File: config.mk
export PLATFORM = sky130hd
export DESIGN_NAME = edu_rtl
export DESIGN_NICKNAME = d
export VERILOG_FILES = /design/src/rtl/edu_rtl.sv
export SDC_FILE = /design/constraint.sdc
export NUM_CORES = 1
export LEC_CHECK = 0
export ABC_CLOCK_PERIOD_IN_PS = 2450
export CAP_MARGIN = 25
export CORE_ASPECT_RATIO = 0.5
export CORE_MARGIN = 3
export CORE_UTILIZATION = 49
export DETAILED_ROUTE_END_ITERATION = 10
export PLACE_DENSITY_LB_ADDON = 0.3
export REMOVE_ABC_BUFFERS = 1
export SLEW_MARGIN = 10
export SYNTH_ARGS = -nofsm -noshare
export SYNTH_HDL_FRONTEND = slang
export SYNTH_SLANG_ARGS = --single-unit
File: constraint.sdc
create_clock -name CLK -period 2.45 [get_ports CLK]
set_clock_uncertainty 0.2 [all_clocks]
set_input_delay 0.49 -clock CLK [delete_from_list [all_inputs] [get_ports CLK]]
set_output_delay 0.49 -clock CLK [all_outputs]
set_load 0.01 [all_outputs]
File: src/rtl/edu_rtl.sv
// ---------------------------------------------------------------------------
// edu_rtl -- error detection/correction unit at the input of a router's
// path-computation stage.
//
// A flit arrives on a 4-phase bundled-data handshake (in_req/in_ack). Its
// upper seven bits are a Hamming(7,4) codeword and its lower four bits are a
// destination address. Any single-bit error in the codeword is corrected,
// the address is passed untouched, and the flit is offered downstream on a
// second 4-phase handshake (out_req/out_ack). Exactly one flit is held at a
// time.
//
// Parameters
//   WIDTH        flit width (layout fixed: [10:4] codeword, [3:0] address)
//   SYNC_STAGES  flops in each req/ack input synchronizer (2 or more)
//   ECC_EN       1 = correct the codeword, 0 = forward the flit unchanged
//
// Ports
//   CLK         in   rising-edge clock
//   _RESET      in   asynchronous active-low reset
//   in_req      in   upstream request (4-phase)
//   in_data     in   upstream flit, stable while in_req is high
//   in_ack      out  upstream acknowledge
//   out_req     out  downstream request (4-phase)
//   out_data    out  corrected flit, stable through the downstream handshake
//   out_ack     in   downstream acknowledge
//   err_detect  out  last accepted flit had a nonzero syndrome
// ---------------------------------------------------------------------------
module edu_rtl #(
  parameter int WIDTH       = 11,
  parameter int SYNC_STAGES = 2,
  parameter bit ECC_EN      = 1'b1
) (
  input  logic             CLK,
  input  logic             _RESET,
  input  logic             in_req,
  input  logic [WIDTH-1:0] in_data,
  output logic             in_ack,
  output logic             out_req,
  output logic [WIDTH-1:0] out_data,
  input  logic             out_ack,
  output logic             err_detect
);

  localparam int CW_LSB = 4;

  typedef enum logic [1:0] {
    IDLE    = 2'd0,
    IN_ACK  = 2'd1,
    OUT_REQ = 2'd2,
    OUT_REL = 2'd3
  } state_t;

  // Syndrome bit k is the parity over every codeword position whose 1-based
  // index has bit k set, so a nonzero syndrome names the flipped position.
  function automatic logic [2:0] hamming_syndrome(input logic [6:0] c);
    logic p1;
    logic p2;
    logic p4;
    p1 = c[0] ^ c[2] ^ c[4] ^ c[6];
    p2 = c[1] ^ c[2] ^ c[5] ^ c[6];
    p4 = c[3] ^ c[4] ^ c[5] ^ c[6];
    return {p4, p2, p1};
  endfunction

  // Flip the position named by the syndrome. A double error yields the
  // syndrome of some third position, which then gets flipped as well; no
  // attempt is made to detect that case.
  function automatic logic [6:0] hamming_correct(input logic [6:0] c,
                                                 input logic [2:0] s);
    logic [6:0] fix;
    fix = c;
    if (s != 3'd0) begin
      fix[s - 3'd1] = ~fix[s - 3'd1];
    end
    return fix;
  endfunction

  // ------------------------------------------------------------------
  // Handshake input synchronizers. in_data is bundled with in_req and is
  // only sampled once the synchronized request is seen, so it needs none.
  // ------------------------------------------------------------------
  logic [SYNC_STAGES-1:0] req_sync_q;
  logic [SYNC_STAGES-1:0] ack_sync_q;
  logic                   req_seen;
  logic                   ack_seen;

  always_ff @(posedge CLK or negedge _RESET) begin
    if (!_RESET) begin
      req_sync_q <= '0;
      ack_sync_q <= '0;
    end else begin
      req_sync_q <= {req_sync_q[SYNC_STAGES-2:0], in_req};
      ack_sync_q <= {ack_sync_q[SYNC_STAGES-2:0], out_ack};
    end
  end

  assign req_seen = req_sync_q[SYNC_STAGES-1];
  assign ack_seen = ack_sync_q[SYNC_STAGES-1];

  // ------------------------------------------------------------------
  // Stage p0: syndrome and correction of the incoming flit (combinational,
  // captured into out_data only when the flit is accepted).
  // ------------------------------------------------------------------
  logic [6:0]       cw_p0;
  logic [2:0]       syn_p0;
  logic             syn_nz_p0;
  logic [WIDTH-1:0] flit_fix_p0;

  assign cw_p0     = in_data[WIDTH-1:CW_LSB];
  assign syn_p0    = hamming_syndrome(cw_p0);
  assign syn_nz_p0 = (syn_p0 != 3'd0);

  always_comb begin
    flit_fix_p0 = in_data;
    if (ECC_EN) begin
      flit_fix_p0[WIDTH-1:CW_LSB] = hamming_correct(cw_p0, syn_p0);
    end
  end

  // ------------------------------------------------------------------
  // Stage p1: handshake FSM and registered outputs.
  // ------------------------------------------------------------------
  state_t state_q;
  state_t state_d;
  logic   in_ack_d;
  logic   out_req_d;
  logic   load_flit;

  always_comb begin
    state_d   = state_q;
    in_ack_d  = in_ack;
    out_req_d = out_req;
    load_flit = 1'b0;
    case (state_q)
      IDLE: begin
        if (req_seen) begin
          load_flit = 1'b1;
          in_ack_d  = 1'b1;
          state_d   = IN_ACK;
        end
      end
      IN_ACK: begin
        if (!req_seen) begin
          in_ack_d  = 1'b0;
          out_req_d = 1'b1;
          state_d   = OUT_REQ;
        end
      end
      OUT_REQ: begin
        if (ack_seen) begin
          out_req_d = 1'b0;
          state_d   = OUT_REL;
        end
      end
      OUT_REL: begin
        // A request that arrived while busy is only honoured from IDLE.
        if (!ack_seen) begin
          state_d = IDLE;
        end
      end
      default: begin
        in_ack_d  = 1'b0;
        out_req_d = 1'b0;
        state_d   = IDLE;
      end
    endcase
  end

  always_ff @(posedge CLK or negedge _RESET) begin
    if (!_RESET) begin
      state_q <= IDLE;
      in_ack  <= 1'b0;
      out_req <= 1'b0;
    end else begin
      state_q <= state_d;
      in_ack  <= in_ack_d;
      out_req <= out_req_d;
    end
  end

  // out_data is reset so a downstream observer never sees an undefined
  // flit; it otherwise moves only when a new flit is accepted.
  always_ff @(posedge CLK or negedge _RESET) begin
    if (!_RESET) begin
      out_data   <= '0;
      err_detect <= 1'b0;
    end else if (load_flit) begin
      out_data   <= flit_fix_p0;
      err_detect <= syn_nz_p0;
    end
  end

endmodule

==> results of run 1 <==
per-stage QoR:
| stage | power [mW] | setup WS, ns | cells | utilization | hold slack, ns |
|---|---|---|---|---|---|
| floorplan | 1.02 | -0.165 | 111 | - | -0.00559 |
| global placement | 1.39 | -0.595 | 192 | 0.723 | 0.133 |
| detailed placement | 1.44 | -0.683 | 192 | 0.723 | 0.139 |
| CTS | 1.73 | 0.0253 | 197 | 0.764 | 0.155 |
| global route | 1.85 | -0.0375 | 198 | 0.785 | 0.165 |
| finish | 1.73 | 0.0436 | 198 | 0.785 | 0.154 |
area by class of cell:
type	count	area, µm²	area share
multi-input cells	88	810	0.438
flip-flops and latches	20	500	0.271
repair buffers	48	429	0.232
clock buffers	4	55.1	0.0298
well taps	35	43.8	0.0237
inverters	3	11.3	0.00609
cell usage after synthesis (3+ instances only):
cell,instances,share of area
o21ai_0,4,0.016
nand2_1,12,0.035
xnor2_1,6,0.041
nor2_1,5,0.015
a21oi_1,4,0.016
ha_1,6,0.058
o21ai_1,3,0.012
mux2_2,5,0.044
dfrtp_1,20,0.39
kinds of logic after synthesis:
| logic type | share of synthesized area |
|---|---|
| muxes | 0.0709 |
| DFF | 0.388 |
| buffers and inverters | 0.0417 |
| xor gates and xnor gates | 0.152 |
| adders and majority gates | 0.0748 |
| and+or+nand+nor | 0.139 |
| AOI/OAI and AO/OA | 0.133 |
report_power, final:
part | switching, mW | leakage, nW | internal, mW
Combinational | 0.412 | 0.546 | 0.518
Sequential | 0.0840 | 0.232 | 0.468
Clock | 0.103 | 0.0288 | 0.143
sequential cells by signal, indices dropped and copies added (netlist names):
register,flops
ack_sync_q,2
state_q,2
err_detect,1
out_data,11
out_req,1
in_ack,1
req_sync_q,2
critical path: stages:
cell           delay (ns)
dlygate4sd2_1        0.27
xnor2_2              0.13
buf_4                0.15
xnor2_4              0.12
and2_4               0.17
ha_4                 0.26
or3_4                0.13
nor2_2               0.03
mux2_4               0.26
a211oi_2             0.24
a2bb2oi_2            0.07
routing by layer:
| layer | vias up | track usage | part of all wire |
|---|---|---|---|
| met5 | - | 0 | 0 |
| met4 | 0 | 0.0523 | 0.020 |
| met3 | 9 | 0.0494 | 0.034 |
| met2 | 24 | 0.319 | 0.52 |
| met1 | 456 | 0.209 | 0.42 |
| li1 | 509 | - | - |
worst paths after layout:
path / from / endpoint / slack, ns / depth (start not counted)
worst max-delay path: in_data[5] / out_data[10] / 0.04 / 11
max in group asynchronous: _RESET / state_q[1] / 1.48 / 2
min in group asynchronous: _RESET / out_data[2] / 0.37 / 2
worst min register to register: ack_sync_q[0] / ack_sync_q[1] / 0.15 / 0
worst max register to register: state_q[0] / out_data[5] / 0.58 / 6
worst min-delay path: ack_sync_q[0] / ack_sync_q[1] / 0.15 / 0
repair_timing:
item | CTS | global route
pin swaps | 8 | 8
setup endpoints to repair | 7 | 4
buffers inserted | 1 | 1
resized for setup | 19 | 15
==> impl_metrics.ini, run 1 <==
[logic_synthesis]
synthArstFlopShare = 1.00
synth_cells = 117
synth-main-ff-cell = dfrtp_1
synth_area_um2 = 1290
yosysWarningCount = 0
avgSynthCellArea_um2 = 11.0
synth_cell_types = 44
synth_edf_count = 0
ys_seq_elements = 20
ys_seq_area_frac = 0.388

[floorplanning]
die_w_um = 78.5
row_count = 12
ios = 29
core-area_um2 = 2360
dieArea_um2 = 3320
fp.dieH_um = 42.3
initial_utilization = 0.547

[global_routing]
antenna_found_initial = 0
grt_pass1_wl_mm = 4.55
first_global_vias = 969
grtUsageTotal = 0.178
grt_remaining_overflow = 0
grt_max_degree = 21

[clock_tree]
cts_buffer_depth = 2
hold_buffers = 0
cts_tree = done
root_buffer = clkbuf_8
clk_latency_ns = 0.26
h-tree-depth = 1
clk_pin_slew_ns = 0.07
cts_buffers = 3
clock_sinks = 20

[timing]
final-setup-viol-count = 0
fin_crit_sh = 0.982
tightest_slew_ns = 0.432
rsz0062_at_grt = true
hold_viol = 0
min_period_ns = 2.41
fmax_mhz = 416
slew_headroom = 0.711
fin_tns_setup_ns = 0
slew_viol_final = 0

[worst_setup_path]
cp.arrival_ns = 2.35
critPathCaptureType = register
cp.required_ns = 2.39
crit_path_start_kind = input pin
path_class = input pin to register
crit_fanout = 4

[detailed_routing]
final_antenna_net_count = 0
wl_per_cell_um = 13.9
num_vias = 998
drt_first_pass_iters = 4
avgViaCountPerCell = 5.04
routed_wl_mm = 2.74
drc = 0
drt_iter0_drc = 25

[power_and_ir_drop]
power_density_nw_per_um2 = 934
p_leak_nw = 0.807
ir_worst_vdd_v = 0.000403

[final_layout]
final_nets = 185
drive_gt1_frac = 0.331
antenna_cells = 0
fillers = 172
mostFrequentLayoutCells = clkdlybuf4s50_1, dfrtp_1, buf_4
design_area_um2 = 1850
final_common_cell = clkdlybuf4s50_1
area_growth_syn_to_layout_pct = 43.5

[flow_run]
drv_cap = 0

[placed_design]
place_congestion = 0.741
port_buffers = 28
place_area_um2 = 1710
dp_hpwl_mm = 2.08

[hold_path]
hp-class = register to register

[status]
status = finished, final reports clean
No activity file was read; power rests on OpenSTA's default activity.
==> run 2, diff against run 1 <==
--- a/config.mk
+++ b/config.mk
@@ -10,5 +10,5 @@
 export CORE_ASPECT_RATIO = 0.5
 export CORE_MARGIN = 3
-export CORE_UTILIZATION = 49
+export CORE_UTILIZATION = 40
 export DETAILED_ROUTE_END_ITERATION = 10
 export PLACE_DENSITY_LB_ADDON = 0.3
==> constraint.sdc (replaced) <==
create_clock -name CLK -period 2.45 [get_ports CLK]
set_clock_uncertainty 0.2 [all_clocks]
set_input_delay 0.245 -clock CLK [delete_from_list [all_inputs] [get_ports CLK]]
set_output_delay 0.245 -clock CLK [all_outputs]
set_load 0.01 [all_outputs]
==> run 2 against run 1 <==
Net effect: sequential power is essentially flat; hold slack worse by 0.045 ns; die area grew 20%; utilization fell by 14 points; sequential cell count unchanged; clock-buffer cell count unchanged; maximum frequency increased by 2.2%; critical path depth down 1; via count fell by 0.10%; sequential share of layout area grew 0.45 points; cell area is 1.6% lower.
==> impl_metrics.ini, run 2 (same netlist as run 1, synthesis figures left out) <==
[floorplanning]
die_w_um = 86.3
row_count = 13
dieArea_um2 = 3980
initial_utilization = 0.455
ios = 29
core-area_um2 = 2830
fp.dieH_um = 46.1

[worst_setup_path]
r2r-start = state_q[0]
path_class = input pin to register
critPathMaxStageDelay_ns = 0.46
critPathCaptureType = register
path_cells = clkdlybuf4s50_1 -> buf_4 -> xnor2_2 -> xnor2_1 -> ha_4 -> or3_4 -> nor2_1 -> mux2_4 -> a211oi_2 -> a2bb2oi_2
crit_fanout = 4
cp.arrival_ns = 2.35
crit_family = buffers and inverters
cp.depth = 10
crit_buf_inv = 2
cp_slowest_cell = clkdlybuf4s50_1
cp-endpoint = out_data[10]
cp.required_ns = 2.44
r2r_slack_ns = 0.61
r2r_cells = 4
crit_start = in_data[9]
crit_path_start_kind = input pin
r2r_end = out_data[2]

[final_layout]
largest-register = out_data
drive_gt1_frac = 0.279
largest_register_ffs = 11
antenna_cells = 0
final_common_cell = clkdlybuf4s50_1
mostFrequentLayoutCells = clkdlybuf4s50_1, buf_4, dfrtp_1
fillers = 238
area_growth_syn_to_layout_pct = 41.2
final_nets = 187
design_area_um2 = 1820
fin_util = 0.643

[detailed_routing]
drc = 0
final_antenna_net_count = 0
avgViaCountPerCell = 4.94
wl_met1_mm = 1.22
drt_iter0_drc = 34
drt_first_pass_iters = 4
routed_wl_mm = 2.60
num_vias = 997
wl_met3_um = 95
wl_per_cell_um = 12.9
maxUsedRoutingLayer = met4
met2WireLength_mm = 1.24

[clock_tree]
clk_latency_ns = 0.26
clock_sinks = 20
cts_buffer_depth = 2
cts_tree = done
h-tree-depth = 1
clk_pin_slew_ns = 0.07
cts_buffers = 3
root_buffer = clkbuf_8

[placed_design]
dp_hpwl_mm = 2.05
place_congestion = 0.801
place_area_um2 = 1720
port_buffers = 28

[global_routing]
antenna_found_initial = 0
first_global_vias = 934
grtUsageTotal = 0.142
grt_max_degree = 21
grt_remaining_overflow = 0
grt_pass1_wl_mm = 4.30

[power_and_ir_drop]
power_density_nw_per_um2 = 938
ir_worst_vdd_v = 0.000571
finalPower_mw = 1.71
p_leak_nw = 0.805

[status]
status = finished, final reports clean

[timing]
slew_viol_final = 0
rsz0062_at_grt = false
fmax_mhz = 425
tightest_slew_ns = 0.422
hold_viol = 0
min_period_ns = 2.35
slew_headroom = 0.718
hold_slack_ns = 0.110
fin_crit_sh = 0.961
final-setup-viol-count = 0

[hold_path]
hp-class = input pin to async pin

[flow_run]
drv_cap = 0
==> run 2: cell count changes in the layout (fill, tap and decap cells not counted), sizes merged <==
cell / delta
clkbuf: -2
clkdlybuf4s50: +2
dlygate4sd2: +2
clkdlybuf4s15: -1
dlymetal6s2s: +1
==> run 2: how the worst min path moves through the flow <==
stage	endpoint	slack (ns)	depth (start not counted)
finish	out_data[0]	0.11	2
global route	ack_sync_q[1]	0.13	2
CTS	out_data[2]	0.12	2
detailed placement	req_sync_q[1]	0.14	0
global placement	req_sync_q[1]	0.13	0
floorplan	ack_sync_q[0]	-0.25	0
==> run 2: per-layer routing <==
layer  global-route usage  vias to the layer above
met5                    0                        -
met3               0.0321                        5
met2                0.247                       17
li1                     -                      507
met4               0.0652                        0
met1                0.174                      468
==> run 2: timing repair <==
| item | in CTS | in global routing |
|---|---|---|
| setup buffers | 2 | 1 |
| setup endpoints to repair | 5 | 5 |
| hold buffers | 0 | 0 |
| pin swaps | 7 | 3 |
| gates resized for setup | 6 | 2 |
==> run 2: through the flow <==
stage | setup TNS [ns] | setup slack [ns] | cells
after floorplan | 0 | 0.0797 | 111
after global placement | -1.81 | -0.358 | 195
after detailed placement | -2.39 | -0.471 | 195
after CTS | 0 | 0.0153 | 201
after global routing | 0 | 0.00393 | 202
final | 0 | 0.0958 | 202
==> run 2: layout make-up <==
cell class                      instances  area [µm²]  area share
Multi-Input combinational cell         88         762       0.419
Clock buffer                            4        55.1      0.0303
Inverter                                3        11.3     0.00619
Timing Repair Buffer                   50         444       0.244
Sequential cell                        20         500       0.275
Tap cell                               37        46.3      0.0254
==> run 2: report_power, final <==
part / internal [mW] / switching [mW]
Combinational: 0.517 / 0.386
Sequential: 0.468 / 0.0827
Clock: 0.143 / 0.109
==> run 2: worst reg2reg max path, cell delays in order, from the launching register on <==
cell and delay, ns:
dfrtp_1 0.40, inv_1 0.11, ha_1 0.22, and2_1 0.41, mux2_2 0.39
==> run 3, diff against run 2 <==
- CORE_ASPECT_RATIO: 0.5 -> 0.6
- GPL_ROUTABILITY_DRIVEN: unset -> 0
==> run 3 against run 2 <==
Net effect: global-route usage increased by 2.2 points; first-iteration DRC count rose by 35%; wire length increased by 16%; critical endpoint unchanged; power shrank 0.86%; final cell count rose by 0.99%; die area shrank 0.47%.
==> impl_metrics.ini, run 3 (same netlist as run 1, synthesis figures left out) <==
[status]
status = finished, final reports clean

[timing]
tightest_slew_ns = 0.492
slew_viol_final = 0
fin_crit_sh = 0.960
final-setup-viol-count = 0
min_period_ns = 2.35
hold_viol = 0
fmax_mhz = 425
fin_tns_setup_ns = 0
slew_headroom = 0.671

[worst_setup_path]
critPathMaxStageDelay_ns = 0.31
r2r_slack_ns = 0.51
cp.arrival_ns = 2.29
path_cells = dlygate4sd2_1 -> xor2_1 -> xnor2_1 -> ha_1 -> and2_4 -> ha_4 -> or3_1 -> nor2_1 -> mux2_4 -> a211oi_4 -> a2bb2oi_2
path_class = input pin to register
r2r_cells = 4
crit_fanout = 4
crit_family = adder cells
cp_slowest_cell = ha_1
critPathCaptureType = register
crit_buf_inv = 1
r2r_end = out_data[2]
cp.required_ns = 2.39
r2r-start = state_q[0]
crit_path_start_kind = input pin

[floorplanning]
ios = 29
dieArea_um2 = 3960
row_count = 15
die_w_um = 79.3
initial_utilization = 0.435
fp.dieH_um = 50.0
core-area_um2 = 2970

[final_layout]
final_nets = 185
final_common_cell = clkdlybuf4s50_1
largest_register_ffs = 11
finalNonFillerCells = 204
mostFrequentLayoutCells = clkdlybuf4s50_1, dfrtp_1, buf_4
largest-register = out_data
area_growth_syn_to_layout_pct = 40.7
antenna_cells = 0
fin_util = 0.611
drive_gt1_frac = 0.278

[placed_design]
port_buffers = 28
dp_cells = 199
dp_hpwl_mm = 2.37

[global_routing]
grtUsageTotal = 0.164
grt_max_degree = 21
first_global_vias = 1043
grt_pass1_wl_mm = 5.08
antenna_found_initial = 0
grt_remaining_overflow = 0

[detailed_routing]
final_antenna_net_count = 0
drt_first_pass_iters = 4
avgViaCountPerCell = 5.07
drt_iter0_drc = 46
routed_wl_mm = 3.01
num_vias = 1035
wl_per_cell_um = 14.8
drc = 0

[clock_tree]
cts_buffer_depth = 2
cts_tree = done
clock_sinks = 20
root_buffer = clkbuf_8
hold_buffers = 0
clk_pin_slew_ns = 0.07
cts_buffers = 3
h-tree-depth = 1
clk_latency_ns = 0.26

[power_and_ir_drop]
power_density_nw_per_um2 = 933
ir_worst_vdd_v = 0.000632
p_leak_nw = 0.794

[flow_run]
drv_cap = 0

[hold_path]
hp-class = input pin to async pin
-- run 3: cell count changes in the layout (fill, tap and decap cells not counted), sizes merged --
cell / change
dlygate4sd2: +1
clkbuf: -1
buf: -2
clkdlybuf4s50: -1
-- run 3: area by class of cell --
class	count	area, µm²
clock buffers	3	41.3
fillers	256	1150
inverters	3	11.3
multi-input cells	88	779
flip-flops and latches	20	500
well taps	42	52.6
repair buffers	48	428
-- run 3: metal layers --
layer,part of all wire,global-route usage
met5,0,0
met4,0.0020,0.0114
met3,0.056,0.0493
met2,0.47,0.264
met1,0.48,0.229
-- run 3: timing repair --
action	4_1_cts	5_1_grt
cloned	0	0
endpoints found under the setup margin	5	5
buffers inserted	2	0
resized for setup	7	5
pin swaps	8	2
-- run 3: power by group --
| group | switching (mW) | total (mW) | internal [mW] |
|---|---|---|---|
| Clock | 0.104 | 0.213 | 0.109 |
| Combinational | 0.413 | 0.926 | 0.513 |
| Sequential | 0.0842 | 0.552 | 0.468 |
| Total | 0.601 | 1.69 | 1.09 |
-- run 3: worst max path at each step --
| stage | from | to | slack [ns] | cells after the start |
|---|---|---|---|---|
| global placement | in_data[4] | out_data[7] | -0.41 | 10 |
| finish | in_data[4] | out_data[10] | 0.1 | 11 |
| detailed placement | in_data[4] | out_data[10] | -0.46 | 11 |
| floorplan | in_data[4] | out_data[10] | 0.08 | 10 |
| global route | in_data[8] | out_data[10] | -0.01 | 11 |
| CTS | in_data[9] | out_data[5] | 0.01 | 10 |
-- run 3: metrics by stage --
step	cell area (µm²)	total power, mW	setup slack, ns	hold WS (ns)
after CTS	1780	1.69	0.0106	0.128
final	1810	1.69	0.0989	0.115
after detailed placement	1710	1.45	-0.462	0.139
after global routing	1810	1.81	-0.0105	0.138
after floorplan	1250	1.02	0.0797	-0.251
after global placement	1710	1.41	-0.409	0.133
